$ cat src/rtl/spell_mem_ctrl.sv
// Memory access sequencer: arbitrates instruction fetch and load/store onto one memory port.
// Optional one-entry code prefetch buffer enabled by defining SPELL_MEM_CTRL_PREFETCH_EN.
module spell_mem_ctrl #(
  parameter int unsigned TIMEOUT_CYCLES = 255
) (
  input  logic       clk,
  input  logic       rst,
  input  logic       fetch_req,
  input  logic [7:0] fetch_addr,
  output logic       fetch_ack,
  output logic [7:0] fetch_data,
  input  logic       ls_req,
  input  logic       ls_write,
  input  logic       ls_code,
  input  logic [7:0] ls_addr,
  input  logic [7:0] ls_wdata,
  output logic       ls_ack,
  output logic [7:0] ls_rdata,
  output logic       timeout_err,
  output logic       busy,
  output logic       mem_select,
  output logic [7:0] mem_addr,
  output logic [7:0] mem_data_in,
  output logic       mem_type_data,
  output logic       mem_write,
  input  logic [7:0] mem_data_out,
  input  logic       mem_data_ready
);

  typedef enum logic [1:0] {ST_IDLE, ST_ACCESS, ST_DONE} state_t;
  typedef enum logic [1:0] {OWN_FETCH, OWN_LS, OWN_PF} owner_t;

  localparam logic [7:0] TIMEOUT_LAST = 8'(TIMEOUT_CYCLES - 1);

  state_t     state_reg, state_next;
  owner_t     owner_reg, owner_next;
  logic [7:0] cnt_reg, cnt_next;
  logic       mem_select_reg, mem_select_next;
  logic [7:0] mem_addr_reg, mem_addr_next;
  logic [7:0] mem_data_in_reg, mem_data_in_next;
  logic       mem_type_data_reg, mem_type_data_next;
  logic       mem_write_reg, mem_write_next;
  logic [7:0] fetch_data_reg, fetch_data_next;
  logic [7:0] ls_rdata_reg, ls_rdata_next;
  logic       fetch_ack_reg, fetch_ack_next;
  logic       ls_ack_reg, ls_ack_next;
  logic       timeout_err_reg, timeout_err_next;

  logic       timeout_hit;
  logic       pf_hit;
  logic [7:0] pf_hit_data;
  logic       pf_start;
  logic [7:0] pf_fetch_addr;

`ifdef SPELL_MEM_CTRL_PREFETCH_EN
  logic       pf_valid_reg, pf_valid_next;
  logic [7:0] pf_addr_reg, pf_addr_next;
  logic [7:0] pf_data_reg, pf_data_next;
  logic       pf_pending_reg, pf_pending_next;
  logic [7:0] pf_next_addr_reg, pf_next_addr_next;

  assign pf_hit        = pf_valid_reg && (pf_addr_reg == fetch_addr);
  assign pf_hit_data   = pf_data_reg;
  assign pf_start      = pf_pending_reg;
  assign pf_fetch_addr = pf_next_addr_reg;

  always_ff @(posedge clk or posedge rst) begin
    if (rst) begin
      pf_valid_reg     <= 1'b0;
      pf_addr_reg      <= 8'h00;
      pf_data_reg      <= 8'h00;
      pf_pending_reg   <= 1'b0;
      pf_next_addr_reg <= 8'h00;
    end else begin
      pf_valid_reg     <= pf_valid_next;
      pf_addr_reg      <= pf_addr_next;
      pf_data_reg      <= pf_data_next;
      pf_pending_reg   <= pf_pending_next;
      pf_next_addr_reg <= pf_next_addr_next;
    end
  end
`else
  assign pf_hit        = 1'b0;
  assign pf_hit_data   = 8'h00;
  assign pf_start      = 1'b0;
  assign pf_fetch_addr = 8'h00;
`endif

  assign timeout_hit = (cnt_reg == TIMEOUT_LAST);

  // State register
  always_ff @(posedge clk or posedge rst) begin
    if (rst) begin
      state_reg <= ST_IDLE;
    end else begin
      state_reg <= state_next;
    end
  end

  // Next-state logic; load/store outranks fetch, fetch outranks speculation
  always_comb begin
    state_next = state_reg;
    case (state_reg)
      ST_IDLE: begin
        if (ls_req) begin
          state_next = ST_ACCESS;
        end else if (fetch_req) begin
          state_next = pf_hit ? ST_DONE : ST_ACCESS;
        end else if (pf_start) begin
          state_next = ST_ACCESS;
        end
      end
      ST_ACCESS: begin
        if (mem_data_ready || timeout_hit) begin
          state_next = ST_DONE;
        end
      end
      ST_DONE:  state_next = ST_IDLE;
      default:  state_next = ST_IDLE;
    endcase
  end

  // Output / datapath next values
  always_comb begin
    owner_next         = owner_reg;
    cnt_next           = cnt_reg;
    mem_select_next    = mem_select_reg;
    mem_addr_next      = mem_addr_reg;
    mem_data_in_next   = mem_data_in_reg;
    mem_type_data_next = mem_type_data_reg;
    mem_write_next     = mem_write_reg;
    fetch_data_next    = fetch_data_reg;
    ls_rdata_next      = ls_rdata_reg;
    fetch_ack_next     = 1'b0;
    ls_ack_next        = 1'b0;
    timeout_err_next   = 1'b0;
`ifdef SPELL_MEM_CTRL_PREFETCH_EN
    pf_valid_next      = pf_valid_reg;
    pf_addr_next       = pf_addr_reg;
    pf_data_next       = pf_data_reg;
    pf_pending_next    = pf_pending_reg;
    pf_next_addr_next  = pf_next_addr_reg;
`endif
    case (state_reg)
      ST_IDLE: begin
        cnt_next = 8'h00;
        if (ls_req) begin
          owner_next         = OWN_LS;
          mem_select_next    = 1'b1;
          mem_addr_next      = ls_addr;
          mem_type_data_next = ~ls_code;
          mem_write_next     = ls_write;
          mem_data_in_next   = ls_wdata;
`ifdef SPELL_MEM_CTRL_PREFETCH_EN
          // Program upload may overwrite the buffered byte
          if (ls_code && ls_write) begin
            pf_valid_next = 1'b0;
          end
`endif
        end else if (fetch_req) begin
          if (pf_hit) begin
            fetch_ack_next  = 1'b1;
            fetch_data_next = pf_hit_data;
`ifdef SPELL_MEM_CTRL_PREFETCH_EN
            pf_pending_next   = 1'b1;
            pf_next_addr_next = fetch_addr + 8'd1;
`endif
          end else begin
            owner_next         = OWN_FETCH;
            mem_select_next    = 1'b1;
            mem_addr_next      = fetch_addr;
            mem_type_data_next = 1'b0;
            mem_write_next     = 1'b0;
          end
        end else if (pf_start) begin
          owner_next         = OWN_PF;
          mem_select_next    = 1'b1;
          mem_addr_next      = pf_fetch_addr;
          mem_type_data_next = 1'b0;
          mem_write_next     = 1'b0;
`ifdef SPELL_MEM_CTRL_PREFETCH_EN
          pf_pending_next    = 1'b0;
`endif
        end
      end
      ST_ACCESS: begin
        if (mem_data_ready) begin
          mem_select_next = 1'b0;
          case (owner_reg)
            OWN_FETCH: begin
              fetch_data_next = mem_data_out;
              fetch_ack_next  = 1'b1;
`ifdef SPELL_MEM_CTRL_PREFETCH_EN
              pf_pending_next   = 1'b1;
              pf_next_addr_next = mem_addr_reg + 8'd1;
`endif
            end
            OWN_LS: begin
              if (!mem_write_reg) begin
                ls_rdata_next = mem_data_out;
              end
              ls_ack_next = 1'b1;
            end
            default: begin
`ifdef SPELL_MEM_CTRL_PREFETCH_EN
              pf_valid_next = 1'b1;
              pf_addr_next  = mem_addr_reg;
              pf_data_next  = mem_data_out;
`endif
            end
          endcase
        end else if (timeout_hit) begin
          // Aborted reads return all-ones so software can spot them
          mem_select_next = 1'b0;
          case (owner_reg)
            OWN_FETCH: begin
              fetch_data_next  = 8'hFF;
              fetch_ack_next   = 1'b1;
              timeout_err_next = 1'b1;
            end
            OWN_LS: begin
              if (!mem_write_reg) begin
                ls_rdata_next = 8'hFF;
              end
              ls_ack_next      = 1'b1;
              timeout_err_next = 1'b1;
            end
            default: begin
`ifdef SPELL_MEM_CTRL_PREFETCH_EN
              pf_valid_next = 1'b0;
`endif
            end
          endcase
        end else begin
          cnt_next = cnt_reg + 8'd1;
        end
      end
      default: ;
    endcase
  end

  always_ff @(posedge clk or posedge rst) begin
    if (rst) begin
      owner_reg         <= OWN_FETCH;
      cnt_reg           <= 8'h00;
      mem_select_reg    <= 1'b0;
      mem_addr_reg      <= 8'h00;
      mem_data_in_reg   <= 8'h00;
      mem_type_data_reg <= 1'b0;
      mem_write_reg     <= 1'b0;
      fetch_data_reg    <= 8'h00;
      ls_rdata_reg      <= 8'h00;
      fetch_ack_reg     <= 1'b0;
      ls_ack_reg        <= 1'b0;
      timeout_err_reg   <= 1'b0;
    end else begin
      owner_reg         <= owner_next;
      cnt_reg           <= cnt_next;
      mem_select_reg    <= mem_select_next;
      mem_addr_reg      <= mem_addr_next;
      mem_data_in_reg   <= mem_data_in_next;
      mem_type_data_reg <= mem_type_data_next;
      mem_write_reg     <= mem_write_next;
      fetch_data_reg    <= fetch_data_next;
      ls_rdata_reg      <= ls_rdata_next;
      fetch_ack_reg     <= fetch_ack_next;
      ls_ack_reg        <= ls_ack_next;
      timeout_err_reg   <= timeout_err_next;
    end
  end

  assign busy          = (state_reg != ST_IDLE);
  assign mem_select    = mem_select_reg;
  assign mem_addr      = mem_addr_reg;
  assign mem_data_in   = mem_data_in_reg;
  assign mem_type_data = mem_type_data_reg;
  assign mem_write     = mem_write_reg;
  assign fetch_data    = fetch_data_reg;
  assign ls_rdata      = ls_rdata_reg;
  assign fetch_ack     = fetch_ack_reg;
  assign ls_ack        = ls_ack_reg;
  assign timeout_err   = timeout_err_reg;

endmodule

$ cat config.mk
export PLATFORM = sky130hd
export DESIGN_NAME = spell_mem_ctrl
export DESIGN_NICKNAME = d
export VERILOG_FILES = /design/src/rtl/spell_mem_ctrl.sv
export SDC_FILE = /design/constraint.sdc
export NUM_CORES = 1
export LEC_CHECK = 0
export ABC_AREA = 0
export BUFFER_PORTS_ARGS = -buffer_cell sky130_fd_sc_hd__buf_4
export CORE_AREA = 2 2 61 74
export CTS_BUF_LIST = sky130_fd_sc_hd__clkbuf_16
export CTS_CLUSTER_DIAMETER = 60
export CTS_CLUSTER_SIZE = 25
export DETAILED_ROUTE_END_ITERATION = 10
export DIE_AREA = 0 0 63 76
export PLACE_DENSITY = 0.81
export SKIP_CTS_REPAIR_TIMING = 1
export SLEW_MARGIN = 20
export SYNTH_ARGS = -nofsm -noshare
export SYNTH_HDL_FRONTEND = slang
export SYNTH_SLANG_ARGS = --single-unit
$ cat constraint.sdc
create_clock -name clk -period 4.6 [get_ports clk]
set_input_delay 0.69 -clock clk [delete_from_list [all_inputs] [get_ports clk]]
set_output_delay 0.69 -clock clk [all_outputs]
set_load 0.03 [all_outputs]
==> results.ini <==
[status]
status=finished, final reports clean

[power]
p_seq_frac=0.359
ir_drop_mv=0.351
totalPowerFinal_w=0.00199
power_frac_clock=0.175
cellPowerDensity_nw_per_um2=717
power.switching_w=0.000823
p_sw_frac=0.413
p_int_w=0.00117
p_comb_frac=0.466
p_leak_nw=1.33

[drt]
drc=0
dr.first_iter.drc_count=46
firstDrtPassIters=4
ant_nets=0
avgRoutedWirePerCell_um=14.0
via_per_inst=5.07
vias=1515
routed_wirelength_um=4200

[setup_path]
path_buf_inv=2
r2r_cells=6
required_ns=3.91
cpMaxStageDelayCell=dfrtp_1
r2r_setup_slack_ns=2.86
endpoint_kind=output port
rr_startpoint=cnt_reg[0]
path_delay_family=buffers and inverters
worstPathMaxFanout=7
cp-start-kind=flop
arrival_ns=1.51
crit_chain=nor2_1 > inv_1 > buf_4
crit_path_max_incr_delay_ns=0.40
worst-setup-path-type=flop to output port
r2r-end=ls_rdata[6]

[floorplan]
die_w_um=63
num_rows=26
floorplan.initialDensity=0.485
fp.coreArea_um2=4130
die_y_um=76
die_area_um2=4790
ios=78

[logic_synthesis]
yosysTopAreaCell=dfrtp_1
syn_avg_cell_area_um2=12.3
yosys.area_share.adder=0.0125
synth_compound_area_frac=0.128
synth-simple-area-share=0.120
synth.ff_latch_count=49
syn_area_um2=2000
netlist.area_leader.share=0.612
syn_nets=204
synth_cells=163
yosys_warnings=0
synth_area_leaders=dfrtp_1 61%, o22a_1 7.0%, mux2i_1 6.0%, mux2_2 4.5%, nand2_1 4.1%
synthMuxAreaShare=0.105
synth_top_family_by_area=compound AO/OA/AOI/OAI gates
synthXorXnorAreaFrac=0.00437
ys_seq_area_frac=0.612
synth_cell_types=31

[sta]
slew_headroom=0.464
hold_violations=0
finalCritPeriodShare=0.479
setup_tns_ns=0
slew_viol_final=0
clock_skew_ns=0.00644
period_minus_slack_ns=2.20
rsz0062_at_grt=no
setup_viol=0
tightestPinTransition_ns=0.803
max_freq_ghz=0.454
hold_ws_ns=0.490

[min_path]
hold_start=fetch_data[2]
hp-class=flop to flop
holdPathEnd=fetch_data[2]
holdPathStages=1

[clock_network]
clk_latency_ns=0.29
cts.sink_count=49
clockRootBuffer=clkbuf_16
htreeDepth=2
path_clk_slew_ns=0.06
tritoncts=built
numCtsBuffers=5
clock_path_buffers=2

[global_routing]
grt_pass1_vias=1570
grt_max_degree=50
grt_use_total=0.195
grt_pass1_wl_um=7200
grt-ovfl-total=0
antenna_found_initial=0

[placed_design]
dpl.hpwl_um=3070
place.gp.congestion=0.767
dp.cells=291
placed_area_um2=2630
io_buffers=77

[job]
max_cap_violations=0

[layout]
n_antenna_cell=0
layout.nets=283
areaGrowthSynthToFinish_pct=38.6
drive_gt1_frac=0.403
fin_area_um2=2780
fin_cells=299

-- layer usage --
layer / track usage / routed length [µm] / vias up
li1: - / - / 742
met4: 0.0733 / 70 / 0
met5: 0 / 0 / -
met3: 0.0694 / 323 / 6
met1: 0.216 / 1660 / 709
met2: 0.340 / 2140 / 58
-- Yosys cell counts --
library cell,number
dfrtp_1,49
nand2_1,22
o22a_1,16
mux2i_1,12
o21ai_0,12
mux2_2,8
nor2_1,5
and2_1,4
inv_1,4
buf_2,3
nand3_1,3
nand4_1,3
a21oi_1,2
clkbuf_1,2
ha_1,2
a21oi_2,1
a22o_1,1
a31oi_1,1
and3_1,1
and4_4,1
nand2b_1,1
nor2b_1,1
nor3_1,1
nor3_4,1
nor3b_1,1
nor3b_2,1
nor4b_1,1
o2111ai_1,1
o211ai_1,1
o22ai_1,1
xor2_1,1
-- power groups by stage --
stage,registers [W],clock network (W),logic [W]
after detailed placement,0.000718,0,0.000938
after floorplan,0.00102,0,0.000271
final,0.000715,0.000349,0.000928
after global routing,0.000739,0.000380,0.000987
after global placement,0.000714,0,0.000917
after CTS,0.000716,0.000359,0.000940
-- layout make-up --
type                       instances  area, µm²
fill                             331       1350
sequential                        49       1230
multi-input combinational        105        744
timing repair buffer              77        578
clock buffer                       5        125
tap                               56       70.1
clock inverter                     3       17.5
inverter                           4       16.3
-- per-stage QoR --
step                      worst slack [ns]  utilization
after global placement                2.50        0.637
after CTS                             2.45        0.671
final                                 2.40        0.672
after global routing                  2.31        0.672
after detailed placement              2.36        0.637
after floorplan                       2.74            -
-- kinds of logic (layout without fill, tap and decap cells) --
logic type / after synthesis / count (layout)
flip-flops: 49 / 49
AND/OR/NAND/NOR: 46 / 46
AO/OA/AOI/OAI: 36 / 36
multiplexers: 20 / 20
buffers and inverters: 9 / 89
adder cells (fa/ha/maj): 2 / 2
XOR/XNOR: 1 / 1
-- placed cells by master (no fill, tap or decap), types with 3 or more instances in the layout --
cell type	n
nand3_1	3
o22a_1	16
buf_4	77
mux2_2	8
mux2i_1	12
nand2_1	22
clkbuf_16	5
inv_1	3
nand4_1	3
and2_1	4
nor2_1	5
o21ai_0	11
dfrtp_1	49
-- worst max path at each step --
stage                       startpoint           to  slack (ns)  cells past startpoint
final                     state_reg[1]         busy        2.40                      3
after global routing      state_reg[1]         busy        2.31                      3
after CTS                 state_reg[1]         busy        2.45                      3
after detailed placement        ls_req  mem_addr[4]        2.36                      3
after global placement          ls_req  mem_addr[5]        2.50                      3
after floorplan                    rst   cnt_reg[0]        2.74                      1
Note: power is estimated with default switching activity, not from simulation.
